**src/rtl/control_sequencer.sv**
```systemverilog
// Hardwired control unit for the single-bus datapath: fetch (T0-T2), decode,
// and register-register ALU execute (T3-T5), with HALT and illegal-op traps.
module control_sequencer #(
  parameter logic [4:0]  ALU_OP_MAX = 5'd11,
  parameter logic [4:0]  HALT_OP    = 5'b11011,
  parameter int unsigned COUNT_W    = 16
) (
  input  logic               clk,
  input  logic               clr,
  input  logic               run,
  input  logic               mem_ready,
  input  logic [31:0]        ir_data,
  output logic               pc_out,
  output logic               mdr_out,
  output logic               zlo_out,
  output logic               mar_enable,
  output logic               pc_enable,
  output logic               pc_increment,
  output logic               read,
  output logic               mdr_enable,
  output logic               ir_enable,
  output logic               y_enable,
  output logic               z_enable,
  output logic [15:0]        r_out,
  output logic [15:0]        r_enable,
  output logic [4:0]         op_code,
  output logic               busy,
  output logic               halted,
  output logic               error,
  output logic [COUNT_W-1:0] instr_count
);

  localparam logic [3:0] IDLE   = 4'd0;
  localparam logic [3:0] T0     = 4'd1;
  localparam logic [3:0] T1     = 4'd2;
  localparam logic [3:0] T2     = 4'd3;
  localparam logic [3:0] DEC    = 4'd4;
  localparam logic [3:0] T3     = 4'd5;
  localparam logic [3:0] T4     = 4'd6;
  localparam logic [3:0] T5     = 4'd7;
  localparam logic [3:0] HALTED = 4'd8;
  localparam logic [3:0] ERROR  = 4'd9;

  logic [3:0] state;
  logic [3:0] state_next;
  logic [4:0] op;
  logic [3:0] ra;
  logic [3:0] rb;
  logic [3:0] rc;
  logic       unused_ir;

  assign op        = ir_data[31:27];
  assign ra        = ir_data[26:23];
  assign rb        = ir_data[22:19];
  assign rc        = ir_data[18:15];
  assign unused_ir = ^ir_data[14:0];

  always_ff @(posedge clk) begin
    if (!clr) begin
      state       <= IDLE;
      instr_count <= '0;
    end else begin
      state <= state_next;
      if (state == T5)
        instr_count <= instr_count + COUNT_W'(1);
    end
  end

  always_comb begin
    state_next = state;
    case (state)
      IDLE:    state_next = run ? T0 : IDLE;
      T0:      state_next = T1;
      T1:      state_next = mem_ready ? T2 : T1;
      T2:      state_next = DEC;
      DEC: begin
        if (op <= ALU_OP_MAX)
          state_next = T3;
        else if (op == HALT_OP)
          state_next = HALTED;
        else
          state_next = ERROR;
      end
      T3:      state_next = T4;
      T4:      state_next = T5;
      T5:      state_next = run ? T0 : IDLE;
      HALTED:  state_next = HALTED;
      ERROR:   state_next = ERROR;
      default: state_next = IDLE;
    endcase
  end

  // Moore decode: every output is a function of the state register alone,
  // apart from the IR fields steering the GPR selects and ALU op.
  always_comb begin
    pc_out       = 1'b0;
    mdr_out      = 1'b0;
    zlo_out      = 1'b0;
    mar_enable   = 1'b0;
    pc_enable    = 1'b0;
    pc_increment = 1'b0;
    read         = 1'b0;
    mdr_enable   = 1'b0;
    ir_enable    = 1'b0;
    y_enable     = 1'b0;
    z_enable     = 1'b0;
    r_out        = '0;
    r_enable     = '0;
    op_code      = '0;
    halted       = 1'b0;
    error        = 1'b0;
    case (state)
      T0: begin
        pc_out       = 1'b1;
        mar_enable   = 1'b1;
        pc_increment = 1'b1;
        pc_enable    = 1'b1;
      end
      T1: begin
        read       = 1'b1;
        mdr_enable = 1'b1;
      end
      T2: begin
        mdr_out   = 1'b1;
        ir_enable = 1'b1;
      end
      T3: begin
        r_out[rb] = 1'b1;
        y_enable  = 1'b1;
      end
      T4: begin
        r_out[rc] = 1'b1;
        op_code   = op;
        z_enable  = 1'b1;
      end
      T5: begin
        zlo_out      = 1'b1;
        r_enable[ra] = 1'b1;
      end
      HALTED:  halted = 1'b1;
      ERROR:   error  = 1'b1;
      default: ;
    endcase
  end

  assign busy = (state != IDLE) && (state != HALTED) && (state != ERROR);

endmodule

```
**config.mk**
```make
export PLATFORM = sky130hd
export DESIGN_NAME = control_sequencer
export DESIGN_NICKNAME = d
export VERILOG_FILES = /design/src/rtl/control_sequencer.sv
export SDC_FILE = /design/constraint.sdc
export NUM_CORES = 1
export LEC_CHECK = 0
export BUFFER_PORTS_ARGS = -buffer_cell sky130_fd_sc_hd__buf_4
export CAP_MARGIN = 20
export CORE_AREA = 10 10 68 98
export DETAILED_ROUTE_END_ITERATION = 10
export DIE_AREA = 0 0 78 108
export GPL_ROUTABILITY_DRIVEN = 0
export PLACE_DENSITY = 0.63
export SYNTH_ARGS = -nofsm -noshare
export SYNTH_HDL_FRONTEND = slang
export SYNTH_SLANG_ARGS = --single-unit
```
**constraint.sdc**
```tcl
create_clock -name clk -period 1.6 [get_ports clk]
set_clock_uncertainty 0.2 [all_clocks]
set_input_delay 0.16 -clock clk [delete_from_list [all_inputs] [get_ports clk]]
set_output_delay 0.16 -clock clk [all_outputs]
set_load 0.05 [all_outputs]
```
Word-level counts from Yosys, hierarchy flattened

Index checks and enable logic that the tools add are counted.

Output and inout port bits: 67
Register bits: 20

Equality and inequality tests: 12
Magnitude comparators: 7
Reduce and logical (&&, ||, !) cells: 8
Add/sub/neg operators: 1
Mux-type cells: 22

Operator list:

| operator                                                                             | count |
|---|---|
| 4-bit case mux with 9 select lines                                                   | 1 |
| 16-bit case mux with 2 select lines                                                  | 1 |
| 16-bit by 1-bit adder with 16-bit output (second input constant)                     | 1 |
| 4-bit by 3-bit == test with 1-bit output (second input constant)                     | 4 |
| 16-bit 2-to-1 mux                                                                    | 1 |
| 4-bit by 5-bit less-than comparator with 1-bit output (second input constant)        | 3 |
| 1-bit 2-to-1 mux                                                                     | 14 |
| 1-bit demux with 4-bit select                                                        | 3 |
| 4-bit by 1-bit greater-or-equal comparator with 1-bit output (second input constant) | 3 |
| 4-bit by 2-bit == test with 1-bit output (second input constant)                     | 2 |
| 4-bit == test (second input constant)                                                | 2 |
| 4-bit inequality test (second input constant)                                        | 2 |
| 5-bit == test (second input constant)                                                | 1 |
| 5-bit by 4-bit <= comparator with 1-bit output (second input constant)               | 1 |
| 1-bit logical AND                                                                    | 5 |
| 5-bit 2-to-1 mux                                                                     | 1 |
| 4-bit by 1-bit == test with 1-bit output (second input constant)                     | 1 |
| 4-bit zero test                                                                      | 1 |
| 4-bit 2-to-1 mux                                                                     | 1 |
| 4-bit nonzero test                                                                   | 1 |
| 2-bit OR reduction                                                                   | 1 |

Depth between registers and ports, before layout

Gate-level depths: netlist of the first run.

Depth after elaboration: 5
Depth in mapped cells: 6
Depth with buffers taken out: 5

Worst setup path before layout of the first run

OpenSTA, ideal clock, no wires.

Kind: register -> output
Start: register state[1]
End: output port r_out[9]
Stages on the path, launching flop included: 5
Data arrival time: 2392 ps
Path slack: -1152 ps
Path buffers: 0
Required time: 1240 ps
Cell sequence: dfxtp_1 nand2b_1 nor2_1 nand3b_1 o22ai_1

Word-level cells in the longest chain between the ends: 2
Elaborated cells between the ends (all ways): 3
Those cells by class: eq/ne (2); mux (1)

RTL lines:

| element                                  | line | source |
|---|---|---|
| start: declaration                       | 44   | `logic [3:0] state;` |
| start signal: assignment                 | 63   | `state <= state_next;` |
| 4-bit by 3-bit == test with 1-bit output | 112  | `case (state)` |
| 16-bit case mux with 2 select lines (*)  | 112  |  |
| end: declaration                         | 24   | `output logic [15:0] r_out,` |

Every way passes the cells marked *; elsewhere a longest branch is shown, timed or not.

Worst setup path in the final report of the first run

Start: register state[0]
End: output port r_out[12]

The elaborated chain is that of the path after synthesis.

==> results of run 1 <==
## layer usage
metal / vias up / track usage
li1: 987 / -
met1: 973 / 0.1345
met2: 60 / 0.3080
met3: 8 / 0.03488
met4: 0 / 0.03342
met5: - / 0
## Yosys cell counts (2+ instances only)
library cell / number
buf_2: 3
xnor2_1: 6
and3_1: 2
xor2_1: 3
or3_1: 2
a21oi_1: 7
nand3_1: 10
o22ai_1: 17
nor3_1: 12
buf_4: 6
nand4_1: 5
inv_1: 3
dfxtp_1: 20
o21ai_0: 4
nand2b_1: 14
nand2_1: 19
or2_2: 2
and2_1: 6
nor2_1: 31
nand3b_1: 4
or4_1: 4
mux2i_1: 3
## cell families (layout without fill, tap and decap cells)
kind of cell    count (synthesis)  after routing  synth area share
mux                             3              3           0.02096
buf+inv                        15            153           0.06287
flops                          20             20            0.2795
simple gates                  118            118            0.4323
fa+ha+maj                       1              1          0.008732
compound gates                 33             33            0.1406
xor+xnor                        9              9           0.05502
## worst paths after layout
path	startpoint	end	slack, ns
max	state[0]$_SDFF_PN0_	r_out[12]	-0.44
min	mem_ready	state[0]$_SDFF_PN0_	0.12
max reg2reg	state[2]$_SDFF_PN0_	instr_count[9]$_SDFFE_PN0P_	-0.25
min reg2reg	instr_count[13]$_SDFFE_PN0P_	instr_count[13]$_SDFFE_PN0P_	0.29
## through the flow
step / utilization / cell area, µm² / hold slack [ns]
2_1_floorplan: - / 1874 / 0.1159
5_1_grt: 0.7415 / 3711 / 0.1459
3_5_place_dp: 0.5635 / 2820 / 0.2500
6_report: 0.7415 / 3711 / 0.1203
3_3_place_gp: 0.5635 / 2820 / 0.2651
4_1_cts: 0.6903 / 3455 / 0.1016
## power by group through the flow
| stage | logic, µW | clock network [µW] | registers [µW] |
|---|---|---|---|
| 5_1_grt | 506 | 482 | 501 |
| 3_5_place_dp | 369 | 0 | 510 |
| 3_3_place_gp | 366 | 0 | 508 |
| 6_report | 481 | 451 | 500 |
| 2_1_floorplan | 233 | 0 | 507 |
| 4_1_cts | 448 | 463 | 497 |
## area by class of cell
cell class	instances	area, µm²
multi-input cells	164	1582
repair buffers	146	1511
fillers	361	1294
flip-flops and latches	20	451.7
well taps	68	85.08
clock buffers	4	66.31
inverters	3	15.01
## registers in the layout, indices dropped and copies added, names as in the netlist
signal	cells
state	4
instr_count	16
## tightest hold or removal path: stages
cell	delay [ns]
buf_4	0.11
a21oi_2	0.11
or4_1	0.11
a31oi_1	0.06
## what timing repair did
action	4_1_cts	5_1_grt
endpoints found under the hold margin	1	0
resized for setup	125	46
pin swaps	35	36
cloned	0	0
buffers inserted	11	17
setup endpoints to repair	62	67
hold buffers	2	0
==> flow_summary_export.csv, run 1 <==
group,metric,value,unit
placement,pre_cts_ws,-0.2494,ns
min_path,hold_depth,4,
worst_setup_path,worstSetupStartpointType,"register",
die,num_io_pins,103,
synth,synth_area_leaders,"dfxtp_1, nor2_1, o22ai_1",
global_route,grt_max_degree,14,
clocking,cts_buffers,3,
sta,fmax,489.7,MHz
synth,seq_area_frac_synth,0.2795,
synth,ys_types,38,
worst_setup_path,slowest_delay,0.50,ns
die,dieHeight,108,µm
synth,synthArstFlopShare,0,
sta,post-route-min-period,2.042,ns
synth,synth_cells,199,
worst_setup_path,reg2regPathDepth,7,
worst_setup_path,cp_max_fo,4,
drt,postRouteAntennaNets,0,
drt,wl_met3,366,µm
sta,rsz0062_at_grt,"yes",
die,die-area,0.008424,mm²
drt,wl_met1,2266,µm
worst_setup_path,critical-path-slowest-cell,"or4_4",
synth,syn_area,0.001433,mm²
finish,mostFrequentLayoutCell,"buf_4",
synth,yosysWarnings,0,
synth,synth_top_area_share,0.2795,
drt,drc_errors,0,
pwr,switching_share,0.3290,
clocking,cts_tree,"done",
clocking,cts_buffer_depth,2,
worst_setup_path,crit_required,1.24,ns
worst_setup_path,cp.arrival,1.68,ns
clocking,cts-root-buf,"clkbuf_8",
status,violations,"negative setup slack",
finish,fin_nets,375,
sta,tightest_slew,0.4551,ns
global_route,grt_usage,0.1464,
sta,final.setup.worst_slack,-0.4420,ns
pwr,p_leak,0.001525,µW
pwr,power.density,385.9,mW/mm²
synth,ys.flop_type,"dfxtp_1",
clocking,cts_max_level,1,
finish,fin_cells,405,
die,rows,32,
sta,fin_tns_setup,-17.25,ns
global_route,grt_first_pass_wirelength,10350,µm
sta,period_share,1.276,
finish,antenna_cells,0,
placement,hpwl,4979,µm
drt,routedWlPerCell,16.98,µm
drt,drt_iter0_markers,62,
worst_setup_path,cp-end-kind,"output pin",
worst_setup_path,crit_type,"reg -> out",
drt,dr.pass1.iters,4,
drt,maxUsedRoutingLayer,"met4",
pwr,p_seq_frac,0.349,
worst_setup_path,crit_cells,4,
finish,drive_above_1_share,0.7389,
synth,syn_nets,236,
worst_setup_path,crit_buf_inv,1,
drt,wl_met2,4147,µm
status,status,"finished with violations",
die,coreArea,0.005005,mm²
global_route,first_global_vias,2104,
synth,synth-seq-cells,20,
pwr,clockPowerShare,0.315,
job,cap_viol_max_count,0,
drt,vias,2028,
sta,relSlewSlack,0.6957,
clocking,clock_latency,0.27,ns
die,fp.dieW,78,µm
synth,synth_edf_count,0,
finish,syn2layout_area_growth,159.0,%
clocking,clk_pin_slew_worst_paths,0.08,ns
sta,slew_viol_final,0,
global_route,overflow,0,
placement,dp_cells,380,
synth,syn_avg_cell_area,7.199,µm²
pwr,power_frac_comb,0.336,
sta,hold_violations,0,
worst_setup_path,critical_path.top_delay_family,"simple AND/OR/NAND/NOR gates",
pwr,ir_drop,0.0004791,V
placement,port_buffers,87,
drt,routed_wl,6875,µm
sta,setup_viol,63,
clocking,cts_sinks,20,
pwr,p_switching,471.1,µW
drt,via_per_inst,5.007,
synth,synth_top_cell_by_area,"dfxtp_1",
pwr,intPower,960.9,µW
worst_setup_path,crit_chain,"nand2b_4, or4_4, o22ai_4, buf_6",
pwr,power,1432,µW
die,initial_utilization,0.2863,
global_route,grt_antenna_before_repair,0,
min_path,min_path_type,"in -> reg",
finish,mostFrequentLayoutCells,"buf_4, buf_6, buf_8, nor2_4",
Note: power is estimated with default switching activity, not from simulation.
==> run 2: changes to the inputs <==
==> constraint.sdc (replaced) <==
create_clock -name clk -period 1.6 [get_ports clk]
set_clock_uncertainty 0.2 [all_clocks]
set_input_delay 0.08 -clock clk [delete_from_list [all_inputs] [get_ports clk]]
set_output_delay 0.08 -clock clk [all_outputs]
set_load 0.05 [all_outputs]
==> run 2 against run 1 <==
The run still ends with negative setup slack left. Wire length decreased by 0.79%. Via count decreased by 1.2%. Final area decreased by 4.8%. Register-to-register slack improved by 0.10 ns. Clock power about the same. Non-clock buffer count decreased by 10. Flip-flop and latch count unchanged. Die area unchanged. Clock-buffer cell count unchanged. Worst setup slack improved by 0.076 ns. Combinational power decreased by 6.7%. Critical path type unchanged. Critical endpoint is now r_out[8]. Largest cell class unchanged. Highest routed layer unchanged.
==> flow_summary_export.csv, run 2 (same netlist as run 1, synthesis figures left out) <==
group,metric,value,unit
status,status,"finished with violations",
status,violations,"negative setup slack",
worst_setup_path,cp.arrival,1.69,ns
finish,fin_cells,395,
die,die-area,0.008424,mm²
pwr,ir_drop,0.0003409,V
global_route,grt_first_pass_wirelength,10750,µm
finish,fin_nets,365,
clocking,cts-root-buf,"clkbuf_8",
global_route,grt_usage,0.1543,
clocking,cts_max_level,1,
placement,dp_cells,375,
drt,postRouteAntennaNets,0,
sta,slew_viol_final,0,
worst_setup_path,crit_chain,"nand2b_4, or4_4, o22ai_4, buf_6",
die,rows,32,
die,fp.dieW,78,µm
clocking,cts_tree,"done",
finish,drive_above_1_share,0.7125,
clocking,clock_latency,0.26,ns
finish,antenna_cells,0,
finish,largest_reg_flops,16,
die,num_io_pins,103,
drt,dr.pass1.iters,4,
drt,drc_errors,0,
worst_setup_path,slowest_delay,0.56,ns
global_route,grt_max_degree,13,
die,initial_utilization,0.2863,
finish,reg_top3,"instr_count x16, state x4",
drt,routed_wl,6821,µm
pwr,p_leak,0.001420,µW
drt,via_per_inst,5.071,
worst_setup_path,crit_required,1.32,ns
sta,setup_viol,53,
sta,final.setup.worst_slack,-0.3658,ns
global_route,grt_antenna_before_repair,0,
worst_setup_path,worstSetupStartpointType,"register",
placement,port_buffers,87,
clocking,cts_buffers,3,
sta,rsz0062_at_grt,"yes",
drt,drt_iter0_markers,44,
clocking,clk_pin_slew_worst_paths,0.08,ns
sta,fmax,508.7,MHz
die,dieHeight,108,µm
sta,relSlewSlack,0.7163,
pwr,power.density,396.0,mW/mm²
placement,pre_cts_ws,-0.1988,ns
global_route,grt_util_met2,0.3121,
finish,regMostFlops,"instr_count",
global_route,grt.busiest_layer,"met2",
sta,post-route-min-period,1.966,ns
sta,hold_violations,0,
die,coreArea,0.005005,mm²
global_route,met1_usage,0.1483,
finish,fillCellCount,374,
job,cap_viol_max_count,0,
sta,period_share,1.229,
placement,hpwl,5046,µm
sta,holdWs,0.06094,ns
drt,vias,2003,
finish,syn2layout_area_growth,146.7,%
global_route,first_global_vias,2117,
finish,mostFrequentLayoutCell,"buf_4",
worst_setup_path,cp-end-kind,"output pin",
finish,mostFrequentLayoutCells,"buf_4, buf_6, nor2_4, buf_8, nand2_1",
sta,tightest_slew,0.4256,ns
min_path,min_path_type,"in -> reg",
global_route,grt_util_met3,0.03904,
worst_setup_path,crit_type,"reg -> out",
global_route,overflow,0,
drt,routedWlPerCell,17.27,µm
worst_setup_path,critical-path-slowest-cell,"or4_4",
worst_setup_path,cp_max_fo,4,
clocking,cts_sinks,20,
clocking,cts_buffer_depth,2,
==> run 2: changes by cell type in the layout (fill, tap and decap cells not counted), sizes merged <==
cell and delta:
buf -10
==> run 2: power breakdown <==
group / switching, µW / internal, µW / total [µW]
clock: 181 / 271 / 453
sequential: 12.3 / 486 / 498
combinational: 264 / 185 / 449
total: 457 / 943 / 1400
==> run 2: worst paths after layout <==
check / cells past startpoint / startpoint / slack [ns] / endpoint
min: 4 / ir_data[31] / 0.06 / state[2]$_SDFF_PN0_
max reg2reg: 7 / state[3]$_SDFF_PN0_ / -0.15 / instr_count[14]$_SDFFE_PN0P_
min reg2reg: 2 / instr_count[15]$_SDFFE_PN0P_ / 0.28 / instr_count[15]$_SDFFE_PN0P_
max: 4 / state[3]$_SDFF_PN0_ / -0.37 / r_out[8]
==> run 2: final cells by class <==
type	count	area, µm²	share of cell area
Inverter	3	15.01	0.004248
Clock buffer	4	66.31	0.01876
Tap cell	68	85.08	0.02407
Sequential cell	20	451.7	0.1278
Timing Repair Buffer	136	1371	0.3880
Multi-Input combinational cell	164	1545	0.4372
==> run 2: metrics by stage <==
stage / instance area [µm²] / util / setup TNS, ns / power, µW
2_1_floorplan: 1867 / - / -8.132 / 739.5
3_3_place_gp: 2763 / 0.5520 / -2.140 / 862.3
3_5_place_dp: 2763 / 0.5520 / -2.713 / 862.5
4_1_cts: 3422 / 0.6838 / -11.85 / 1385
5_1_grt: 3535 / 0.7063 / -14.80 / 1459
6_report: 3535 / 0.7063 / -10.74 / 1400
==> run 2: routing by layer <==
layer / up-vias / wire [µm]
met4: 0 / 103
met3: 12 / 438
met5: - / 0
met2: 77 / 3921
li1: 965 / -
met1: 949 / 2358
==> run 2: what timing repair did <==
action / in CTS / in global routing
resized for setup: 118 / 31
setup buffers: 14 / 12
hold buffers: 2 / 0
cloned: 0 / 0
pin swaps: 35 / 26
endpoints found under the setup margin: 57 / 69
endpoints found under the hold margin: 7 / 0
==> run 2: worst max-delay path, delay by kind of cell, from the launching register on <==
kind / cells / cell delay, ns
flops: 1 / 0.34
compound gates: 1 / 0.18
buf+inv: 1 / 0.18
simple gates: 2 / 0.71
==> run 3: changes to the inputs <==
==> config.mk (replaced) <==
export PLATFORM = sky130hd
export DESIGN_NAME = control_sequencer
export DESIGN_NICKNAME = d
export VERILOG_FILES = /design/src/rtl/control_sequencer.sv
export SDC_FILE = /design/constraint.sdc
export NUM_CORES = 1
export LEC_CHECK = 0
export ABC_AREA = 1
export BUFFER_PORTS_ARGS = -buffer_cell sky130_fd_sc_hd__buf_4
export CAP_MARGIN = 20
export CORE_AREA = 10 10 69 99
export DETAILED_ROUTE_END_ITERATION = 10
export DIE_AREA = 0 0 79 109
export GPL_ROUTABILITY_DRIVEN = 0
export PLACE_DENSITY = 0.62
export SYNTH_ARGS = -nofsm -noshare
export SYNTH_HDL_FRONTEND = slang
export SYNTH_SLANG_ARGS = --single-unit
==> run 3 against run 2 <==
The run still ends with negative setup slack left. Sequential power rose by 3%. Via count increased by 0.30%. Non-clock buffer count shrank 13. Sequential share of layout area decreased by 0.26 points. Die area rose by 2.2%. Fmax rose by 7.1%. Cell count grew 8.1%. Hold slack gained 0.0024 ns. Utilization decreased by 3.6 points. Worst setup slack better by 0.13 ns. Largest cell class unchanged. Largest power group unchanged.
==> flow_summary_export.csv, run 3 <==
group,metric,value,unit
status,status,"finished with violations",
status,violations,"negative setup slack",
sta,rsz0062_at_grt,"yes",
placement,port_buffers,87,
finish,mostFrequentLayoutCells,"buf_4, nand2_1, buf_6, inv_1",
drt,routed_wl,5813,µm
worst_setup_path,crit_required,1.32,ns
die,coreArea,0.005125,mm²
finish,drive_above_1_share,0.5961,
pwr,p_seq_frac,0.388,
sta,relSlewSlack,0.7376,
sta,holdWs,0.06332,ns
sta,fin_tns_setup,-8.287,ns
placement,hpwl,4724,µm
finish,reg_top3,"instr_count x16, state x4",
pwr,switching_share,0.3600,
pwr,power.density,385.6,mW/mm²
synth,ys_types,29,
finish,regMostFlops,"instr_count",
synth,seq_area_frac_synth,0.2714,
clocking,cts_buffers,3,
finish,syn2layout_area_growth,133.0,%
sta,slew_viol_final,0,
clocking,cts_sinks,20,
synth,syn_avg_cell_area,6.121,µm²
die,num_io_pins,103,
clocking,cts_tree,"done",
drt,drt_iter0_markers,70,
finish,mostFrequentLayoutCell,"buf_4",
synth,synth_edf_count,0,
synth,synthTopCellsByCount,"nor2_1, nand2_1, inv_1",
clocking,clk_pin_slew_worst_paths,0.07,ns
synth,synth_most_common_cell,"nor2_1",
sta,hold_violations,0,
global_route,grt_util_met2,0.2503,
worst_setup_path,crit_type,"reg -> out",
drt,routedWlPerCell,13.61,µm
die,die-area,0.008611,mm²
min_path,min_path_type,"in -> reg",
pwr,p_leak,0.001422,µW
placement,placedInstanceArea,0.002825,mm²
finish,post-route-cell-area,0.003437,mm²
drt,drc_errors,0,
worst_setup_path,cp_max_fo,6,
global_route,grt.busiest_layer,"met2",
synth,yosysWarnings,0,
synth,synthArstFlopShare,0,
sta,fmax,544.6,MHz
pwr,ir_drop,0.0004220,V
sta,final.setup.worst_slack,-0.2362,ns
clocking,cts_buffer_depth,2,
global_route,grt_util_met3,0.05848,
worst_setup_path,cp-end-kind,"output pin",
drt,vias,2009,
clocking,clock_latency,0.26,ns
synth,synth_top_area_share,0.2714,
sta,tightest_slew,0.3894,ns
global_route,first_global_vias,2075,
global_route,grt_usage,0.1354,
finish,antenna_cells,0,
finish,fin_util,0.6707,
synth,syn_nets,278,
finish,fin_cells,427,
sta,period_share,1.148,
sta,post-route-min-period,1.836,ns
global_route,overflow,0,
die,fp.dieW,79,µm
pwr,power_frac_comb,0.353,
sta,setup_viol,51,
pwr,clockPowerShare,0.260,
synth,synth_area_leaders,"dfxtp_1, nor2_1, nand2_1",
drt,via_per_inst,4.705,
finish,fin_nets,397,
pwr,p_switching,477.2,µW
global_route,met1_usage,0.1364,
synth,synth_cells,241,
die,initial_utilization,0.2878,
job,cap_viol_max_count,0,
drt,dr.pass1.iters,4,
synth,synth-seq-cells,20,
clocking,cts-root-buf,"clkbuf_8",
global_route,grt_first_pass_wirelength,9811,µm
pwr,intPower,848.2,µW
worst_setup_path,worstSetupStartpointType,"register",
drt,postRouteAntennaNets,0,
die,rows,32,
synth,syn_area,0.001475,mm²
global_route,grt_antenna_before_repair,0,
placement,dp_cells,405,
synth,ys.flop_type,"dfxtp_1",
finish,largest_reg_flops,16,
die,dieHeight,109,µm
synth,synth_top_cell_by_area,"dfxtp_1",
clocking,cts_max_level,1,
global_route,grt_max_degree,19,
worst_setup_path,cp.arrival,1.56,ns
-- run 3: cell count changes after synthesis, moves of 6 or more --
cell	change
nand2b_1	-14
inv_1	+26
nor2_1	+23
xnor2_1	-6
nand3_1	+6
a21oi_1	+7
nand2_1	+27
-- run 3: through the flow --
stage	power, µW	setup slack [ns]
2_1_floorplan	819.8	-0.4900
3_3_place_gp	938.2	-0.04577
3_5_place_dp	942.1	-0.05555
4_1_cts	1317	-0.2396
5_1_grt	1390	-0.3191
6_report	1325	-0.2362
-- run 3: logic make-up (layout without fill, tap and decap cells) --
group | Yosys count | count (layout) | synth area share
AO/OA/AOI/OAI | 40 | 40 | 0.1501
adder cells (fa/ha/maj) | 1 | 1 | 0.008480
buffers and inverters | 41 | 159 | 0.1272
flip-flops | 20 | 20 | 0.2714
AND/OR/NAND/NOR | 139 | 139 | 0.4428
-- run 3: worst max-delay path: stages, from the launching register on --
cell     delay [ns]
dfxtp_4        0.36
buf_6          0.12
nor3_4         0.18
buf_12         0.15
nand3_4        0.13
o22ai_4        0.18
buf_8          0.17
-- run 3: path summary, 6_finish.rpt --
check | from | to | slack (ns) | cells past startpoint
min | ir_data[29] | state[0]$_SDFF_PN0_ | 0.06 | 5
max reg2reg | state[0]$_SDFF_PN0_ | instr_count[15]$_SDFFE_PN0P_ | -0.15 | 9
max | state[0]$_SDFF_PN0_ | r_out[14] | -0.24 | 6
min reg2reg | instr_count[4]$_SDFFE_PN0P_ | instr_count[4]$_SDFFE_PN0P_ | 0.27 | 2
-- run 3: timing repair --
| action | CTS | global route |
|---|---|---|
| resized for setup | 83 | 27 |
| endpoints found under the setup margin | 51 | 64 |
| hold buffers | 4 | 0 |
| pin swaps | 19 | 14 |
| hold endpoints to repair | 18 | 0 |
| buffers inserted | 9 | 6 |
-- run 3: power groups by stage --
stage	Combinational, µW	Clock (µW)	Sequential, µW
detailed placement	416	0	527
global route	501	375	515
CTS	452	349	515
finish	468	344	514
global placement	412	0	526
floorplan	294	0	525
-- run 3: per-layer routing --
layer	part of all wire	wire length, µm
met4	0.0053	31
met1	0.35	2057
met2	0.54	3141
met3	0.10	582
met5	0	0
-- run 3: area by class of cell --
class,instances,area [µm²]
Multi-Input combinational cell,180,1496
Clock buffer,4,45.04
Timing Repair Buffer,123,1245
Fill cell,427,1688
Sequential cell,20,430.4
Inverter,32,135.1
Tap cell,68,85.08
